**src/rtl/simon_game_ctrl.sv**
```systemverilog
// Simon Says game sequencer: builds the colour sequence, drives display_state, checks player presses.
// Latency: every output is a flop; a qualifying input pulse shows its effect one clk after it is sampled.
// Backpressure: none; pulses arriving in a state that does not use them are dropped, not queued.
//
// Ports:
//   clk, rst_n        system clock, asynchronous active-low reset
//   start_btn         1-cycle pulse, starts a game from IDLE / GAME_OVER / GAME_WIN
//   btn_valid         1-cycle pulse, player colour press (btn_colour valid alongside)
//   complete_display  1-cycle pulse from display_state when the sequence has been shown
//   rst_display       synchronous reset to display_state, high only while idle
//   en_display        one-cycle start pulse to display_state on each DISPLAY entry
//   seq_out           16 x 2-bit colour sequence, colour i at seq_out[2*i +: 2]
//   round_ctr         current round N (N+1 colours shown); holds the score after the game ends
//   input_idx         index of the next colour the player must press
//   game_over         sticky loss flag, game_win sticky win flag
//   state_out         FSM state encoding for debug LEDs
module simon_game_ctrl #(
  parameter int unsigned TIMEOUT_CYCLES = 50_000_000,
  parameter int unsigned GAP_CYCLES     = 2_500_000,
  parameter int unsigned MAX_ROUND      = 15
) (
  input  logic        clk,
  input  logic        rst_n,
  input  logic        start_btn,
  input  logic        btn_valid,
  input  logic [1:0]  btn_colour,
  input  logic        complete_display,
  output logic        rst_display,
  output logic        en_display,
  output logic [31:0] seq_out,
  output logic [3:0]  round_ctr,
  output logic [3:0]  input_idx,
  output logic        game_over,
  output logic        game_win,
  output logic [2:0]  state_out
);

  localparam int TMR_W = (TIMEOUT_CYCLES > 1) ? $clog2(TIMEOUT_CYCLES) : 1;
  localparam int GAP_W = (GAP_CYCLES > 1) ? $clog2(GAP_CYCLES) : 1;

  localparam logic [TMR_W-1:0] TMR_LAST  = TMR_W'(TIMEOUT_CYCLES - 1);
  localparam logic [GAP_W-1:0] GAP_LAST  = GAP_W'(GAP_CYCLES - 1);
  localparam logic [3:0]       LAST_RND  = 4'(MAX_ROUND);

  localparam logic [31:0] LFSR_SEED = 32'hACE1_2468;
  localparam logic [31:0] LFSR_TAPS = 32'h8020_0003;

  typedef enum logic [2:0] {
    S_IDLE       = 3'd0,
    S_LOAD       = 3'd1,
    S_DISPLAY    = 3'd2,
    S_WAIT_INPUT = 3'd3,
    S_ROUND_DONE = 3'd4,
    S_GAP        = 3'd5,
    S_GAME_OVER  = 3'd6,
    S_GAME_WIN   = 3'd7
  } state_e;

  state_e           state_q, state_d;
  logic [31:0]      lfsr_q, lfsr_d;
  logic [31:0]      seq_out_q, seq_out_d;
  logic [3:0]       round_ctr_q, round_ctr_d;
  logic [3:0]       input_idx_q, input_idx_d;
  logic [TMR_W-1:0] timer_q, timer_d;
  logic [GAP_W-1:0] gap_cnt_q, gap_cnt_d;
  logic             game_over_q, game_over_d;
  logic             game_win_q, game_win_d;
  logic             en_display_q, en_display_d;
  logic             rst_display_q, rst_display_d;
  logic [1:0]       exp_colour;

  always_ff @(posedge clk or negedge rst_n) begin
    if (!rst_n) begin
      state_q       <= S_IDLE;
      lfsr_q        <= LFSR_SEED;
      seq_out_q     <= '0;
      round_ctr_q   <= '0;
      input_idx_q   <= '0;
      timer_q       <= '0;
      gap_cnt_q     <= '0;
      game_over_q   <= 1'b0;
      game_win_q    <= 1'b0;
      en_display_q  <= 1'b0;
      rst_display_q <= 1'b1;
    end else begin
      state_q       <= state_d;
      lfsr_q        <= lfsr_d;
      seq_out_q     <= seq_out_d;
      round_ctr_q   <= round_ctr_d;
      input_idx_q   <= input_idx_d;
      timer_q       <= timer_d;
      gap_cnt_q     <= gap_cnt_d;
      game_over_q   <= game_over_d;
      game_win_q    <= game_win_d;
      en_display_q  <= en_display_d;
      rst_display_q <= rst_display_d;
    end
  end

  always_comb begin
    state_d     = state_q;
    seq_out_d   = seq_out_q;
    round_ctr_d = round_ctr_q;
    input_idx_d = input_idx_q;
    timer_d     = '0;
    gap_cnt_d   = '0;
    game_over_d = game_over_q;
    game_win_d  = game_win_q;

    // Free-running Galois LFSR; the game seed is whatever value it holds when LOAD samples it.
    lfsr_d = {1'b0, lfsr_q[31:1]} ^ (lfsr_q[0] ? LFSR_TAPS : 32'h0);

    exp_colour = seq_out_q[{input_idx_q, 1'b0} +: 2];

    case (state_q)
      S_IDLE: begin
        if (start_btn) state_d = S_LOAD;
      end

      S_LOAD: begin
        seq_out_d   = lfsr_q;
        round_ctr_d = '0;
        input_idx_d = '0;
        game_over_d = 1'b0;
        game_win_d  = 1'b0;
        state_d     = S_DISPLAY;
      end

      S_DISPLAY: begin
        if (complete_display) begin
          input_idx_d = '0;
          state_d     = S_WAIT_INPUT;
        end
      end

      S_WAIT_INPUT: begin
        timer_d = timer_q + TMR_W'(1);
        // A press on the timeout cycle wins over the timeout.
        if (btn_valid) begin
          if (btn_colour != exp_colour) begin
            game_over_d = 1'b1;
            state_d     = S_GAME_OVER;
          end else if (input_idx_q == round_ctr_q) begin
            state_d = S_ROUND_DONE;
          end else begin
            input_idx_d = input_idx_q + 4'd1;
            timer_d     = '0;
          end
        end else if (timer_q == TMR_LAST) begin
          game_over_d = 1'b1;
          state_d     = S_GAME_OVER;
        end
      end

      S_ROUND_DONE: begin
        if (round_ctr_q == LAST_RND) begin
          game_win_d = 1'b1;
          state_d    = S_GAME_WIN;
        end else begin
          round_ctr_d = round_ctr_q + 4'd1;
          input_idx_d = '0;
          state_d     = S_GAP;
        end
      end

      S_GAP: begin
        gap_cnt_d = gap_cnt_q + GAP_W'(1);
        if (gap_cnt_q == GAP_LAST) state_d = S_DISPLAY;
      end

      S_GAME_OVER, S_GAME_WIN: begin
        if (start_btn) state_d = S_LOAD;
      end

      default: state_d = S_IDLE;
    endcase

    // Outputs are decoded from the next state so the flops line up with the state they belong to.
    en_display_d  = (state_d == S_DISPLAY) && (state_q != S_DISPLAY);
    rst_display_d = (state_d == S_IDLE);
  end

  assign rst_display = rst_display_q;
  assign en_display  = en_display_q;
  assign seq_out     = seq_out_q;
  assign round_ctr   = round_ctr_q;
  assign input_idx   = input_idx_q;
  assign game_over   = game_over_q;
  assign game_win    = game_win_q;
  assign state_out   = state_q;

endmodule

```
**config.mk**
```make
export PLATFORM = sky130hd
export DESIGN_NAME = simon_game_ctrl
export DESIGN_NICKNAME = d
export VERILOG_FILES = /design/src/rtl/simon_game_ctrl.sv
export SDC_FILE = /design/constraint.sdc
export NUM_CORES = 1
export LEC_CHECK = 0
export ABC_CLOCK_PERIOD_IN_PS = 4310
export BUFFER_PORTS_ARGS = -buffer_cell sky130_fd_sc_hd__clkbuf_2
export CAP_MARGIN = 5
export CORE_ASPECT_RATIO = 0.5
export CORE_MARGIN = 2
export CORE_UTILIZATION = 40
export CTS_BUF_LIST = sky130_fd_sc_hd__clkbuf_8
export DETAILED_ROUTE_END_ITERATION = 12
export PLACE_DENSITY = 0.61
export SLEW_MARGIN = 40
export SYNTH_ARGS = -nofsm -noshare
export SYNTH_HDL_FRONTEND = slang
export SYNTH_SLANG_ARGS = --single-unit
```
**constraint.sdc**
```tcl
create_clock -name clk -period 4.31 [get_ports clk]
set_input_delay 0.2155 -clock clk [delete_from_list [all_inputs] [get_ports clk]]
set_output_delay 0.2155 -clock clk [all_outputs]
set_load 0.005 [all_outputs]
```
==> metrics, run 1 <==
status=finished clean; vias in the first global route=3510; final hold violation count=0; fin crit period=2.93 ns; Yosys cell types=45; first-pass GRT wire length=18.2 mm; mean post-synth cell area=11.7 sq um; Core Footprint=0.0136 sq mm; number of max-cap violations=0; Slew headroom=0.448; post-synthesis sequential area ratio=0.574; Total GRT Usage=0.160; post-synthesis net count=487; largest net degree at the start of global routing=62; Post-CTS Setup Repair Bufs=0; die area=0.0149 sq mm; placed cell areas=0.00604 sq mm; Setup Skew=0.0125 ns; ANT cells=0; hpwl dp=7.33 mm; Final TNS setup=0 ns; Yosys Warn Count=0; dominant synthesized flop cell=dfrtp_1; top post-synthesis cells by area=dfrtp_1 51%, mux2_2 6.9%, dfstp_2 6.6%; fmax=0.341 GHz; clock root buffer=clkbuf_8; critical path class=reg2reg; Least-Margin Pin Slew=0.816 ns; # setup viols final=0; io pins=54; Port Buf Inserts=53; DRT Pass-1 Iters=7; RD Place Congestion=0.784; Final period util=0.680; Synth Cell Area=0.00557 sq mm; Initial DRC Count=274; post-route cell area=0.00644 sq mm; WL/cell=14.6 microns; Yosys top cell area share=0.508; synthesis-stage register bit count=127; DRC=0; TritonCTS Buffers=17; fillers=1225; maximum clock path buffer count=2; fraction of final layout cells sized beyond drive strength 1=0.270; DIE WIDTH=171 microns; CTS tree=done; FP Rows=30; P&R area growth vs syn=15.7%; Hold Crit Class=in2reg; Total Wirelength=10.9 mm; RSZ-0062 raised after global routing=no; insertion delay to the later sink of the worst-skew pair=0.43 ns; Crit. End Element=flip-flop; initial antenna violation count=0; vias=3640; peak fanout along the critical path=26; EDFF count, synth=0; H-tree Lvls=4; CTS sink cnt=127; Worst-path clk slew=0.08 ns; Worst setup SP type=flip-flop; fin nets=547; Post-Synthesis Cells=476; CP arrival=3.22 ns; Worst VDD drop=0.191 mV; leakage dissipation=2.91 nW; die height=87.4 microns; initial core utilization=0.411; grt ovf=0; fin. max-slew vios=0; Post-synth ARST share=1.00; Detail Route Antenna Nets=0; Crit path required time=4.60 ns; PD cells=433 mW/mm^2; vias per std cell=4.91; cell taking the most area after synthesis=dfrtp_1
[synthesized netlist by cell type, types with 2 or more instances]
| cell type | count |
|---|---|
| xor2_1 | 37 |
| and3_1 | 10 |
| mux2i_1 | 17 |
| nand3_1 | 25 |
| o21ai_0 | 12 |
| nor2_1 | 65 |
| nand2_1 | 34 |
| buf_4 | 2 |
| clkbuf_1 | 11 |
| o22ai_1 | 2 |
| nor4_1 | 4 |
| and4_1 | 3 |
| dfrtp_1 | 113 |
| a21oi_1 | 11 |
| nand2b_1 | 6 |
| nor3_1 | 4 |
| inv_1 | 9 |
| nor4b_1 | 4 |
| or3_1 | 9 |
| ha_1 | 4 |
| mux2_2 | 34 |
| nand3b_1 | 2 |
| mux4_2 | 4 |
| buf_2 | 2 |
| nand4_1 | 6 |
| dfstp_2 | 14 |
| xnor2_1 | 13 |
| nor2b_1 | 2 |
[area by class of cell]
class / count / area (sq um) / area share
Sequential cell: 127 / 3200 / 0.496
Multi-Input combinational cell: 323 / 2250 / 0.350
Timing Repair Buffer: 58 / 339 / 0.0526
Clock buffer: 21 / 289 / 0.0449
Tap cell: 192 / 240 / 0.0373
Clock inverter: 11 / 90.1 / 0.0140
Inverter: 9 / 33.8 / 0.00524
[cells in the final DEF (no fill, tap or decap), drive strengths merged, types with 9 or more instances in the layout]
cell type    n
o21ai       13
clkbuf      73
and3        10
nor2        65
xnor2       13
inv         10
mux2i       18
nand3       25
nand2       34
mux2        34
dfrtp      113
dfstp       14
xor2        37
or3          9
a21oi       11
[stage by stage]
step	power, mW	worst slack [ns]	utilization	instances	hold slack, ns
finish	2.79	1.38	0.475	741	0.0880
CTS	2.83	1.32	0.475	741	0.0433
global placement	1.80	1.45	0.443	706	0.341
detailed placement	1.84	1.32	0.446	708	0.343
floorplan	1.68	2.03	-	476	-0.0801
global route	2.96	1.10	0.475	741	0.0960
[state kept, by name (all words and copies together) (netlist names)]
register,count
game_win,1
state_out,3
round_ctr,4
en_display,1
lfsr_q,32
input_idx,4
game_over,1
rst_display,1
timer_q,26
gap_cnt_q,22
seq_out,32
[power breakdown]
group          switching (mW)  total (mW)  internal [mW]
clock                   0.461       0.971          0.510
sequential             0.0918        1.33           1.24
combinational           0.295       0.490          0.195
[worst max-delay path, stage by stage, from the launching register on]
cell and delay (ns):
dfrtp_1 0.84, mux2i_1 0.17, mux4_2 0.51, mux2i_1 0.28, o221ai_4 0.22, o21ai_4 0.59, o21ai_0 0.18
[layer usage]
layer / wire [microns] / track usage
met1: 5470 / 0.227
met2: 4860 / 0.231
met3: 362 / 0.0477
met4: 163 / 0.0632
met5: 0 / 0
[logic make-up (layout without fill, tap and decap cells)]
group | after synthesis | in the layout | synth area share
xor gates and xnor gates | 50 | 50 | 0.0787
AOI/OAI and AO/OA | 35 | 35 | 0.0423
and+or+nand+nor | 178 | 178 | 0.154
adders and majority gates | 4 | 4 | 0.00899
muxes | 56 | 56 | 0.118
DFF | 127 | 127 | 0.574
buffers and inverters | 26 | 99 | 0.0236
[worst paths after layout]
check / from / end / slack [ns] / depth (start not counted)
max reg2reg: input_idx[0]$_DFFE_PN0P_ / state_out[2]$_DFF_PN0_ / 1.38 / 6
max in group asynchronous: rst_n / lfsr_q[10]$_DFF_PN1_ / 3.12 / 3
min: start_btn / rst_display$_DFF_PN1_ / 0.09 / 3
min in group asynchronous: rst_n / gap_cnt_q[8]$_DFF_PN0_ / 0.32 / 2
min reg2reg: lfsr_q[27]$_DFF_PN1_ / lfsr_q[26]$_DFF_PN1_ / 0.36 / 0
max: input_idx[0]$_DFFE_PN0P_ / state_out[2]$_DFF_PN0_ / 1.38 / 6
[repair_timing]
item / in CTS / in global routing
endpoints found under the hold margin: 52 / 0
hold buffers: 1 / 0
gates resized for setup: 0 / 0
(Power assumes the default switching activity.)
==> run 2, diff against run 1 <==
ABC_AREA = 1   (was unset)
ABC_CLOCK_PERIOD_IN_PS = 2400   (was 4310)
PLACE_DENSITY = 0.63   (was 0.61)
clock period = 2.4 ns   (was 4.31 ns; I/O delays follow)
==> run 2 against run 1 <==
Net effect:
- first-iteration DRC count increased by 16%
- setup slack got worse by 1.1 ns
- area after synthesis increased by 3.9%
- via count increased by 24%
- sequential cell count unchanged
==> metrics, run 2 <==
status=finished clean; grt ovf=0 (unchanged); CTS tree=done; Post-Synthesis Cells=666 (+40%); crit-path cells=inv_1 > nor2_2 > nand3_1 > nand2_1 > nor2_1 > nand2_1 > nand2_1 > nand2_1 > nand2_2 > nand4_4 > nand2_4 > nor3b_1; cell taking the most area after synthesis=dfrtp_1; post-synthesis sequential area ratio=0.553 (-0.0216); WL/cell=13.1 microns (-11%); post-synthesis net count=677 (+39%); most common cell after layout, fill and taps aside=nand2_1; Worst-path clk slew=0.08 ns (about the same); vias in the first global route=4396 (+25%); maximum clock path buffer count=2 (unchanged); Hold Crit Class=in2reg; Yosys top cell area share=0.489 (-0.0191); fin crit period=2.08 ns (-0.853 ns); largest net degree at the start of global routing=66 (+6.5%); dominant synthesized flop cell=dfrtp_1; Post-synth ARST share=1.00 (unchanged); leakage dissipation=3.17 nW (+9.0%); vias=4529 (+24%); fraction of final layout cells sized beyond drive strength 1=0.191 (-0.0781); H-tree Lvls=4 (unchanged); ANT cells=0 (unchanged); # hold bufs at CTS=2 (+1); clock root buffer=clkbuf_8; Final period util=0.865 (+0.185); Total GRT Usage=0.171 (+0.0108); die height=89.0 microns (+1.8%); Yosys cell types=38 (-16%); Post-CTS Resized=0 (unchanged); Post-synth top cells=192 x nand2_1, 113 x dfrtp_1, 80 x nor2_1; Initial DRC Count=317 (+16%); CP max stage delay=0.51 ns (-0.33 ns); initial antenna violation count=0 (unchanged); number of max-cap violations=0 (unchanged); RD Place Congestion=0.850 (+8.4%); Total Wirelength=12.3 mm (+13%); Worst setup SP type=flip-flop; # setup viols final=0 (unchanged); insertion delay to the later sink of the worst-skew pair=0.44 ns (about the same); first-pass GRT wire length=20.9 mm (+14%); CTS sink cnt=127 (unchanged); PD cells=824 mW/mm^2 (+90%); mean post-synth cell area=8.68 sq um (-26%); FP Rows=30 (unchanged); P&R area growth vs syn=16.2%; top post-synthesis cells by area=dfrtp_1 49%, nand2_1 12%, dfstp_2 6.4%; Detail Route Antenna Nets=0 (unchanged); most numerous cell in the Yosys netlist=nand2_1; CP arrival=2.41 ns (-0.81 ns); hpwl dp=8.68 mm (+18%); cell count of the worst reg-to-reg path=12 (+6); fmax=0.482 GHz (+41%); most used cell, CP=nand2_1; DIE WIDTH=174 microns (+1.9%); TritonCTS Buffers=17 (unchanged); vias per std cell=4.82 (-1.8%); io pins=54 (unchanged); placed cell areas=0.00627 sq mm (+3.8%); commonest non-fill, non-tap cells in the layout=192 x nand2_1, 113 x dfrtp_1, 79 x nor2_1; RSZ-0062 raised after global routing=no; Slowest-stage cell, CP=dfrtp_1; die area=0.0155 sq mm (+3.8%); Slew headroom=0.691 (+0.242); Final TNS setup=0 ns (unchanged); WHS Path Cells=4 (+1); Yosys Warn Count=0 (unchanged); Post-CTS Setup Repair Bufs=0 (unchanged); EDFF count, synth=0 (unchanged); fin nets=745 (+36%); Port Buf Inserts=53 (unchanged); final hold violation count=0 (unchanged); Core Footprint=0.0139 sq mm (+2.2%); Synth Cell Area=0.00578 sq mm (+3.9%); peak fanout along the critical path=26 (unchanged); fin. max-slew vios=0 (unchanged); Setup Skew=0.0169 ns (+0.00439 ns); critical path class=reg2reg; post-route cell area=0.00672 sq mm (+4.3%); Worst VDD drop=0.360 mV (+89%); Crit. End Element=flip-flop; DRT Pass-1 Iters=5 (-2); DRC=0 (unchanged); initial core utilization=0.418 (+0.00681); Least-Margin Pin Slew=0.464 ns (-0.352 ns); Crit path required time=2.73 ns (-1.87 ns); synthesis-stage register bit count=127 (unchanged)
[run 2: routing by layer]
metal  global-route usage  routed length, microns
met1                0.231                    6320
met4               0.0741                     165
met3               0.0353                     290
met2                0.273                    5530
met5                    0                       0
[run 2: final timing paths]
path | from | end | slack (ns)
min in group asynchronous | rst_n | lfsr_q[15]$_DFF_PN0_ | 0.14
setup reg to reg | input_idx[2]$_DFFE_PN0P_ | timer_q[2]$_DFF_PN0_ | 0.32
hold / removal | btn_valid | state_out[2]$_DFF_PN0_ | 0.10
hold reg to reg | lfsr_q[6]$_DFF_PN1_ | lfsr_q[5]$_DFF_PN1_ | 0.37
max in group asynchronous | rst_n | lfsr_q[6]$_DFF_PN1_ | 1.44
setup / recovery | input_idx[2]$_DFFE_PN0P_ | timer_q[2]$_DFF_PN0_ | 0.32
[run 2: per-stage QoR]
stage          hold WS (ns)  utilization  instances  power, mW  worst slack, ns
2_1_floorplan        -0.176            -        666       3.25            0.604
3_3_place_gp         0.0600        0.453        905       3.58            0.355
3_5_place_dp         0.0635        0.453        905       3.59            0.315
4_1_cts              0.0790        0.485        939       5.59            0.312
5_1_grt               0.116        0.485        939       5.84            0.112
6_report              0.102        0.485        939       5.54            0.324
[run 2: cell families (layout without fill, tap and decap cells)]
kind of cell	after synthesis	in the layout	synth area share
AND/OR/NAND/NOR	374	374	0.288
flip-flops	127	127	0.553
XOR/XNOR	23	23	0.0348
buffers and inverters	80	161	0.0588
AO/OA/AOI/OAI	58	58	0.0567
adder cells (fa/ha/maj)	4	4	0.00865
[run 2: power by group]
group          internal [mW]  switching (mW)  leakage, nW
clock                   1.08           0.912        0.214
combinational          0.376           0.832         1.25
sequential              2.23           0.108         1.71
total                   3.68            1.85         3.17
[run 2: area by class of cell]
| class | count | area (sq um) |
|---|---|---|
| clock inverters | 14 | 181 |
| repair buffers | 62 | 353 |
| fillers | 1324 | 7130 |
| inverters | 67 | 251 |
| flip-flops and latches | 127 | 3200 |
| clock buffers | 18 | 248 |
| multi-input cells | 459 | 2250 |
| well taps | 192 | 240 |
[run 2: critical path, delay by kind of cell, from the launching register on]
family                 cells  cell delay (ns)
buffers and inverters      1             0.17
AND/OR/NAND/NOR           11             1.30
flip-flops                 1             0.51
